File: src/rtl/seg_disp_arb_if.sv
// Display arbiter bus: three requesters on one side, display driver on the other.
// master = requester/driver side, slave = arbiter side.
interface seg_disp_arb_if;
  logic [2:0]  req;
  logic [19:0] data0;
  logic [19:0] data1;
  logic [19:0] data2;
  logic [7:0]  point0;
  logic [7:0]  point1;
  logic [7:0]  point2;
  logic [2:0]  sign_in;
  logic [2:0]  gnt;
  logic [19:0] data;
  logic [7:0]  point;
  logic        sign;
  logic        seg_en;

  modport master (
    output req, data0, data1, data2, point0, point1, point2, sign_in,
    input  gnt, data, point, sign, seg_en
  );

  modport slave (
    input  req, data0, data1, data2, point0, point1, point2, sign_in,
    output gnt, data, point, sign, seg_en
  );
endinterface

File: src/rtl/seg_disp_arb.sv
// Round-robin arbiter sharing one 6-digit 7-segment display among three
// requesters. An owner keeps the display for at least HOLD_MAX+1 clocks
// unless it drops its request; a one-cycle blank separates owners.
// Optional build macro: SEG_ARB_PREEMPT_EN (requester 0 preempts any other owner).
module seg_disp_arb #(
  parameter logic [25:0] HOLD_MAX = 26'd49_999_999
) (
  input  logic          sys_clk,
  input  logic          sys_rst_n,
  seg_disp_arb_if.slave bus
);

  typedef enum logic [1:0] {
    S_IDLE  = 2'd0,
    S_OWN   = 2'd1,
    S_BLANK = 2'd2
  } state_e;

  state_e      state_q, state_d;
  logic [1:0]  owner_q, owner_d;
  logic [1:0]  last_q, last_d;
  logic [25:0] cnt_q, cnt_d;
  logic [2:0]  gnt_q, gnt_d;
  logic        seg_en_q, seg_en_d;
  logic [19:0] data_q, data_d;
  logic [7:0]  point_q, point_d;
  logic        sign_q, sign_d;
  logic [1:0]  rr_c1_s, rr_c2_s, rr_idx_s;
  logic [2:0]  others_s;
  logic        hold_done_s;
  logic        release_s;
`ifdef SEG_ARB_PREEMPT_EN
  logic        pre_q, pre_d;
`endif

  // Index following i in the cyclic order 0 -> 1 -> 2 -> 0.
  function automatic logic [1:0] rr_next(input logic [1:0] i);
    case (i)
      2'd0:    rr_next = 2'd1;
      2'd1:    rr_next = 2'd2;
      default: rr_next = 2'd0;
    endcase
  endfunction

  // One-hot grant vector for a requester index.
  function automatic logic [2:0] onehot(input logic [1:0] i);
    case (i)
      2'd0:    onehot = 3'b001;
      2'd1:    onehot = 3'b010;
      2'd2:    onehot = 3'b100;
      default: onehot = 3'b000;
    endcase
  endfunction

  // Round-robin winner: search last+1, last+2, then last itself.
  always_comb begin
    rr_c1_s = rr_next(last_q);
    rr_c2_s = rr_next(rr_c1_s);
    if (bus.req[rr_c1_s]) begin
      rr_idx_s = rr_c1_s;
    end else if (bus.req[rr_c2_s]) begin
      rr_idx_s = rr_c2_s;
    end else begin
      rr_idx_s = last_q;
    end
  end

  // State register plus owner, round-robin pointer and hold counter.
  always_ff @(posedge sys_clk or negedge sys_rst_n) begin
    if (!sys_rst_n) begin
      state_q <= S_IDLE;
      owner_q <= 2'd0;
      last_q  <= 2'd2;
      cnt_q   <= 26'd0;
`ifdef SEG_ARB_PREEMPT_EN
      pre_q   <= 1'b0;
`endif
    end else begin
      state_q <= state_d;
      owner_q <= owner_d;
      last_q  <= last_d;
      cnt_q   <= cnt_d;
`ifdef SEG_ARB_PREEMPT_EN
      pre_q   <= pre_d;
`endif
    end
  end

  // Next-state logic: grant, release and blank-gap sequencing.
  always_comb begin
    state_d     = state_q;
    owner_d     = owner_q;
    last_d      = last_q;
    others_s    = bus.req & ~onehot(owner_q);
    hold_done_s = (cnt_q == HOLD_MAX);
    release_s   = !bus.req[owner_q] || (hold_done_s && (|others_s));
`ifdef SEG_ARB_PREEMPT_EN
    pre_d       = 1'b0;
    if (bus.req[0] && (owner_q != 2'd0)) begin
      release_s = 1'b1;
    end else begin
      release_s = release_s;
    end
`endif
    case (state_q)
      S_IDLE: begin
        if (|bus.req) begin
          state_d = S_OWN;
          owner_d = rr_idx_s;
        end else begin
          state_d = S_IDLE;
        end
      end
      S_OWN: begin
        if (release_s) begin
          state_d = (|others_s) ? S_BLANK : S_IDLE;
          last_d  = owner_q;
`ifdef SEG_ARB_PREEMPT_EN
          pre_d   = bus.req[0] && (owner_q != 2'd0);
`endif
        end else begin
          state_d = S_OWN;
        end
      end
      S_BLANK: begin
        if (|bus.req) begin
          state_d = S_OWN;
          owner_d = rr_idx_s;
`ifdef SEG_ARB_PREEMPT_EN
          // A preempting requester 0 wins regardless of the pointer.
          if (pre_q && bus.req[0]) begin
            owner_d = 2'd0;
          end else begin
            owner_d = rr_idx_s;
          end
`endif
        end else begin
          state_d = S_IDLE;
        end
      end
      default: state_d = S_IDLE;
    endcase
  end

  // Output logic: next values of the registered display outputs and counter.
  always_comb begin
    gnt_d    = (state_d == S_OWN) ? onehot(owner_d) : 3'b000;
    seg_en_d = (state_d == S_OWN);
    if ((state_d == S_OWN) && (state_q != S_OWN)) begin
      cnt_d = 26'd0;
    end else if ((state_q == S_OWN) && (cnt_q != HOLD_MAX)) begin
      cnt_d = cnt_q + 26'd1;
    end else begin
      cnt_d = cnt_q;
    end
    if (state_q == S_OWN) begin
      case (owner_q)
        2'd0: begin
          data_d  = bus.data0;
          point_d = bus.point0;
          sign_d  = bus.sign_in[0];
        end
        2'd1: begin
          data_d  = bus.data1;
          point_d = bus.point1;
          sign_d  = bus.sign_in[1];
        end
        default: begin
          data_d  = bus.data2;
          point_d = bus.point2;
          sign_d  = bus.sign_in[2];
        end
      endcase
    end else begin
      data_d  = data_q;
      point_d = point_q;
      sign_d  = sign_q;
    end
  end

  // Output registers feeding the display driver.
  always_ff @(posedge sys_clk or negedge sys_rst_n) begin
    if (!sys_rst_n) begin
      gnt_q    <= 3'b000;
      seg_en_q <= 1'b0;
      data_q   <= 20'd0;
      point_q  <= 8'd0;
      sign_q   <= 1'b0;
    end else begin
      gnt_q    <= gnt_d;
      seg_en_q <= seg_en_d;
      data_q   <= data_d;
      point_q  <= point_d;
      sign_q   <= sign_d;
    end
  end

  assign bus.gnt    = gnt_q;
  assign bus.seg_en = seg_en_q;
  assign bus.data   = data_q;
  assign bus.point  = point_q;
  assign bus.sign   = sign_q;

endmodule

File: src/flat_wrapper.sv
// flat-port wrapper written by rule: the top's interface ports become plain ports
module seg_disp_arb_flat 
#(
  parameter logic [25:0] HOLD_MAX = 26'd49_999_999
)
  (sys_clk, sys_rst_n, bus_req, bus_data0, bus_data1, bus_data2, bus_point0, bus_point1, bus_point2, bus_sign_in, bus_gnt, bus_data, bus_point, bus_sign, bus_seg_en);
  seg_disp_arb_if bus_i ();
  input  logic sys_clk;
  input  logic sys_rst_n;
  input wire logic [$bits(bus_i.req)-1:0] bus_req;
  input wire logic [$bits(bus_i.data0)-1:0] bus_data0;
  input wire logic [$bits(bus_i.data1)-1:0] bus_data1;
  input wire logic [$bits(bus_i.data2)-1:0] bus_data2;
  input wire logic [$bits(bus_i.point0)-1:0] bus_point0;
  input wire logic [$bits(bus_i.point1)-1:0] bus_point1;
  input wire logic [$bits(bus_i.point2)-1:0] bus_point2;
  input wire logic [$bits(bus_i.sign_in)-1:0] bus_sign_in;
  output wire logic [$bits(bus_i.gnt)-1:0] bus_gnt;
  output wire logic [$bits(bus_i.data)-1:0] bus_data;
  output wire logic [$bits(bus_i.point)-1:0] bus_point;
  output wire logic [$bits(bus_i.sign)-1:0] bus_sign;
  output wire logic [$bits(bus_i.seg_en)-1:0] bus_seg_en;
  assign bus_i.req = bus_req;
  assign bus_i.data0 = bus_data0;
  assign bus_i.data1 = bus_data1;
  assign bus_i.data2 = bus_data2;
  assign bus_i.point0 = bus_point0;
  assign bus_i.point1 = bus_point1;
  assign bus_i.point2 = bus_point2;
  assign bus_i.sign_in = bus_sign_in;
  assign bus_gnt = bus_i.gnt;
  assign bus_data = bus_i.data;
  assign bus_point = bus_i.point;
  assign bus_sign = bus_i.sign;
  assign bus_seg_en = bus_i.seg_en;
  seg_disp_arb #(.HOLD_MAX(HOLD_MAX)) u_core (.sys_clk(sys_clk), .sys_rst_n(sys_rst_n), .bus(bus_i));
endmodule
File: config.mk
export PLATFORM = sky130hd
export DESIGN_NAME = seg_disp_arb_flat
export DESIGN_NICKNAME = d
export VERILOG_FILES = /design/src/rtl/seg_disp_arb_if.sv /design/src/rtl/seg_disp_arb.sv /design/src/flat_wrapper.sv
export SDC_FILE = /design/constraint.sdc
export NUM_CORES = 1
export LEC_CHECK = 0
export CAP_MARGIN = 10
export CORE_MARGIN = 2
export CORE_UTILIZATION = 35
export DETAILED_ROUTE_END_ITERATION = 8
export GPL_ROUTABILITY_DRIVEN = 0
export PLACE_DENSITY = 0.62
export SKIP_LAST_GASP = 1
export SLEW_MARGIN = 0
export SYNTH_ARGS = -nofsm -noshare
export SYNTH_HDL_FRONTEND = slang
export SYNTH_SLANG_ARGS = --single-unit
File: constraint.sdc
create_clock -name sys_clk -period 2.6 [get_ports sys_clk]
set_input_delay 0.52 -clock sys_clk [delete_from_list [all_inputs] [get_ports sys_clk]]
set_output_delay 0.52 -clock sys_clk [all_outputs]
set_load 0.005 [all_outputs]
# Yosys cells after proc, flatten, opt, wreduce, memory -nomap -nowiden
# Cells that the tools add are included.
[totals]
register_bits = 65
in_bits = 92
out_inout_bits = 33
word_cells = 66
[classes]
add_sub_neg = 1
order_cmp = 3
n_eq_ne = 12
muxes = 24
bitwise = 2
n_reduce_logical = 15
[ops]
columns = ["cell", "count"]
rows = [
  ["$mux 26", 2],
  ["$pmux 20 s2", 1],
  ["$add 26x1->26 const B", 1],
  ["$eq 26x26->1 const B", 1],
  ["$ne 26x26->1 const B", 1],
  ["$pmux 3 s3", 2],
  ["$pmux 8 s2", 1],
  ["$eq 2x1->1 const B", 6],
  ["$mux 2", 6],
  ["$pmux 2 s2", 3],
  ["$logic_not 2->1", 5],
  ["$lt 2x3->1 const B", 3],
  ["$bmux 1 s2", 3],
  ["$eq 2x2->1 const B", 3],
  ["$reduce_or 3->1", 2],
  ["$mux 1", 4],
  ["$and 3x3->3", 1],
  ["$logic_and 1x1->1", 3],
  ["$mux 3", 1],
  ["$not 3->3", 1],
  ["$ne 2x1->1 const B", 1],
  ["$pmux 1 s2", 1],
  ["$reduce_and 2->1", 1],
  ["$reduce_bool 2->1", 1],
  ["other kinds (3)", 3],
]

# Longest topological paths before layout
[logic_depth]
word_depth = 13
mapped_depth = 7
depth_no_buf = 6

# Worst setup path before layout
# OpenSTA, ideal clock, no wires.
[synth_path]
path_type = "reg2reg"
from = "reg u_core.cnt_q[7]"
to = "reg u_core.last_q[0]"
setup_ps = 128
arrival_time_ps = 1845
t_required_ps = 2472
setup_slack_ps = 628
path_stages_with_launch = 6
n_path_buf = 0
period_less_slack_ps = 1972
cell_sequence = "dfrtp_1 -> or4b_4 -> nor4_4 -> nand3_1 -> nor2_2 -> mux2_1"
[synth_between]
elab_chain_cells = 4
[synth_lines]
columns = ["element", "line", "rtl"]
rows = [
  ["start: declaration", "seg_disp_arb.sv:22", "logic [25:0] cnt_q, cnt_d;"],
  ["start signal: assignment", "seg_disp_arb.sv:82", "cnt_q <= cnt_d;"],
  ["$eq 26x26->1", "seg_disp_arb.sv:95", "hold_done_s = (cnt_q == HOLD_MAX);"],
  ["$logic_and 1x1->1", "seg_disp_arb.sv:96", "release_s = !bus.req[owner_q] || (hold_done_s && (|others_s));"],
  ["$logic_or 1x1->1", "seg_disp_arb.sv:96", ""],
  ["$reduce_and 2->1 (no source line)", "-", ""],
  ["end signal: assignment", "seg_disp_arb.sv:81", "last_q <= last_d;"],
  ["end: declaration", "seg_disp_arb.sv:21", "logic [1:0] last_q, last_d;"],
]
# No other way between the ends.
# A chain may end at the register's enable or synchronous reset.

# Final worst setup path
[layout_path]
from = "reg u_core.cnt_q[0]"
to = "reg u_core.cnt_q[0]"
[layout_between]
elab_chain_cells = 8
word_cells_on_any_way = 13
cone_classes = "add/sub: 1; eq/ne: 3; mux: 4; reduce/logical: 5"
[layout_lines]
columns = ["element", "line", "rtl"]
rows = [
  ["$eq 26x26->1", "seg_disp_arb.sv:95", ""],
  ["$logic_and 1x1->1", "seg_disp_arb.sv:96", ""],
  ["$logic_or 1x1->1", "seg_disp_arb.sv:96", ""],
  ["$mux 2", "seg_disp_arb.sv:115", "if (release_s) begin"],
  ["$pmux 2 s2", "seg_disp_arb.sv:105", "case (state_q)"],
  ["$eq 2x1->1", "seg_disp_arb.sv:149", "if ((state_d == S_OWN) && (state_q != S_OWN)) begin"],
  ["$logic_and 1x1->1", "seg_disp_arb.sv:149", ""],
  ["$mux 26 or $reduce_bool 2->1 (tied branches)", "-", ""],
]
# Several ways; a longest one is shown, not always the timed one. The select of a mux whose other input is x is not followed.

==> key figures <==
Global routing
  – First-pass GRT wire length: roughly 14 mm
  – Largest net degree at the start of global routing: between 60 and 70
  – Initial antenna violation count: 0
  – Total grt overflow: 0
  – Vias in the first global route: 3060
  – Gr usage total: 16.7%

Worst setup path
  – Critical path's most frequent cell: nor2_1
  – Critical path type: flop to flop
  – Critical path buffers and inverters: 0
  – Crit path max fanout: 11
  – Reg2reg start: u_core.cnt_q[0]
  – Required time worst endpoint: 2.82 ns
  – R2r worst-path depth: 6
  – R2r setup slk: 0.42 ns
  – WP data arrival: 2.39 ns
  – Critical Path Max Stage Delay: 0.73 ns
  – Crit path max-delay family: compound AO/OA/AOI/OAI gates
  – CP Launch Type: flop
  – CP endpoint kind: flop
  – Crit-path cells: ha_1 > nand2_1 > nor2_1 > a31oi_1 > nor2_1 > mux2_2
  – Crit Reg-Reg Endpoint: u_core.cnt_q[0]
  – Slowest-stage cell, CP: a31oi_1

Routing
  – Vias per cell: 4.84
  – Final WL: 8.56 mm
  – Vias: 3135
  – DRT iter0 DRCs: 55
  – Antenna Nets Post-Route: 0
  – DRC violations left: 0
  – Per-cell routed wire length: 13.2 um
  – Pre-Repair DR Iteration Count: 4

Timing
  – Actual slew at the worst max-slew pin: roughly 0.88 ns
  – Max frequency: 459 MHz
  – Setup ws final: about 0.42 ns
  – RSZ-0062 raised after global routing: false
  – Setup TNS: 0 ns
  – Fin crit share: 83.7%
  – Final Skew: 0.0101 ns
  – Slew Viols, Final: 0
  – Setup Viol. Count Final: 0
  – Hold slack: 0.135 ns
  – Rel. slew slack: around two fifths
  – Final-report hold violation count: 0
  – Min Tclk post-route: 2.18 ns

Floorplanning
  – Initial core utilization: 35.7%
  – Die H: 103 um
  – # IOs: 125
  – Die Footprint: 0.0107 mm^2
  – Row cnt: 36
  – Core area: 0.00968 mm^2
  – Width of the die: 103 um

Clocking
  – Setup bufs post-CTS: 0
  – Clk slew on worst S/H paths: roughly 0.070 ns
  – CTS root buffer: clkbuf_8
  – CTS buffer count: 9
  – H-tree levels: 3
  – Worst skew pair latency: 0.33 ns
  – Max Buffers Root-to-Sink: 2
  – Cts hold-fix bufs: 0
  – Cts repair resizes: 0
  – Clock tree sinks: 65
  – TritonCTS clock tree: built

Placement
  – Placed Cells: 632
  – Pre-CTS setup slack: 0.345 ns
  – Hpwl dp: 6.49 mm
  – IO buf count: roughly 120

Power and ir drop
  – Worst-case vdd ir drop: 0.435 mV
  – Power per cell area: 898 mW/mm^2
  – Leakage: 2.09 nW

Cells and area
  – Fraction of layout cells with a size suffix above 1: 6.80%
  – Final Non-Filler Cells: 648
  – Finished Core Util: 52.0%
  – Area Growth Syn to Fin: 45.6%
  – Antenna cell count: 0
  – Nets@finish: 603

Synth
  – Compound-Gate Fraction of Synth Area: 15.5%
  – Syn Area/Cell: 8.85 um^2
  – Synth cell types: 45
  – Multiplexer share of the synthesized area: a little under an eighth
  – Synth Register Bits: 65
  – Sequential fraction of the synthesis area: 47.1%
  – YS warnings: 0
  – Synthesized area: 0.00346 mm^2
  – Post-synthesis cell count: 391
  – Area share of xor/xnor cells in the synthesized design: less than 1%
  – Post-synthesis adder-cell area fraction: 0.362%
  – Simple-gate share of the synthesized area: 21.4%
  – Syn_nets: ~480
  – Largest family of logic cells by synthesized area: simple AND/OR/NAND/NOR gates

Run
  – Maxcap violations: 0

Worst hold path
  – Tightest Hold Check Type: primary input to asynchronous set/reset pin

Status
  – Status: finished clean
==> how the worst max path moves through the flow <==
stage,from,to,slack [ns],cells after the start
3_3_place_gp,bus_req[2],u_core.last_q[0],0.38,6
2_1_floorplan,u_core.cnt_q[7],u_core.last_q[0],0.63,5
6_report,u_core.cnt_q[0],u_core.cnt_q[0],0.42,6
5_1_grt,u_core.cnt_q[0],u_core.cnt_q[0],0.24,6
4_1_cts,u_core.cnt_q[0],u_core.cnt_q[0],0.42,6
3_5_place_dp,bus_req[2],u_core.last_q[0],0.35,6
==> sequential cells by signal, summed over array words and instances (netlist names) <==
register	flops
u_core.bus.data	20
u_core.bus.point	8
u_core.owner_q	2
u_core.bus.seg_en	1
u_core.cnt_q	26
u_core.state_q	2
u_core.bus.sign	1
u_core.last_q	2
u_core.bus.gnt	3
==> cell families (layout without fill, tap and decap cells) <==
kind of cell               Yosys count  after routing
buffers and inverters               30            154
xor gates and xnor gates             2              2
adders and majority gates            1              1
AOI/OAI and AO/OA                   98             98
muxes                               40             40
and+or+nand+nor                    155            155
DFF                                 65             65
==> routing by layer <==
layer / share of wire (%) / track usage [%] / wire length, um
met4: 1.4 / 6.17 / 124
met3: 8.3 / 5.51 / 713
met1: 44 / 21.2 / 3720
met2: 47 / 26.6 / 4000
met5: 0 / 0 / 0
==> synth_stat cells (all sizes together) <==
cell type	n	share of area (%)
or4	1	0.22
o21a	1	0.22
nand2b	2	0.36
a21oi	34	4.9
inv	6	0.65
mux2i	38	11
o22ai	1	0.18
dfrtp	64	46
o41ai	1	0.25
nor2	38	4.2
nor4b	1	0.25
dfstp	1	0.76
or4b	1	0.40
a21o	2	0.43
o211ai	3	0.65
nor2b	4	0.72
buf	7	1.0
ha	1	0.36
o21ai	48	7.1
a211oi	1	0.22
o31ai	3	0.65
xnor2	2	0.51
mux2	2	0.65
nand3b	2	0.43
nor3	6	0.87
nor4	6	1.9
nand4	7	1.3
o2bb2ai	1	0.25
o22a	1	0.25
or2	1	0.18
and3	3	0.54
a31oi	1	0.18
clkbuf	17	1.8
nand3	23	3.3
nand2	58	6.3
a22o	1	0.25
nor3b	2	0.43
==> through the flow <==
stage / power (W) / instance area (um^2)
6_report: 0.00453 / 5040
5_1_grt: 0.00492 / 5040
4_1_cts: 0.00462 / 5040
3_5_place_dp: 0.00373 / 4840
3_3_place_gp: 0.00370 / 4840
2_1_floorplan: 0.00280 / 3460
==> cells in the final DEF, fill, tap and decap left out, drive strengths merged, types with 2 or more instances in the layout <==
| cell type | instances |
|---|---|
| nand4 | 7 |
| a21o | 2 |
| nor3 | 6 |
| nand3 | 23 |
| o211ai | 3 |
| nor2 | 38 |
| o31ai | 3 |
| nand3b | 2 |
| nand2b | 2 |
| and3 | 3 |
| nor2b | 4 |
| inv | 6 |
| clkdlybuf4s50 | 123 |
| clkinv | 2 |
| o21ai | 48 |
| clkbuf | 13 |
| a21oi | 34 |
| mux2 | 2 |
| nor4 | 6 |
| nand2 | 58 |
| buf | 9 |
| nor3b | 2 |
| dfrtp | 64 |
| mux2i | 38 |
| xnor2 | 2 |
==> final cells by class <==
| class | count | area (um^2) |
|---|---|---|
| clock buffers | 13 | 159 |
| clock inverters | 3 | 40.0 |
| fillers | 913 | 4650 |
| inverters | 6 | 22.5 |
| multi-input cells | 296 | 1710 |
| flip-flops and latches | 65 | 1630 |
| well taps | 133 | 166 |
| repair buffers | 132 | 1310 |
==> report_power, final <==
group / internal, W / total (W) / switching [W] / leakage [nW]
Combinational: 0.00105 / 0.00209 / 0.00104 / 1.14
Clock: 0.000493 / 0.000859 / 0.000366 / 0.103
Sequential: 0.00134 / 0.00158 / 0.000234 / 0.840
Note: power is estimated with default switching activity, not from simulation.
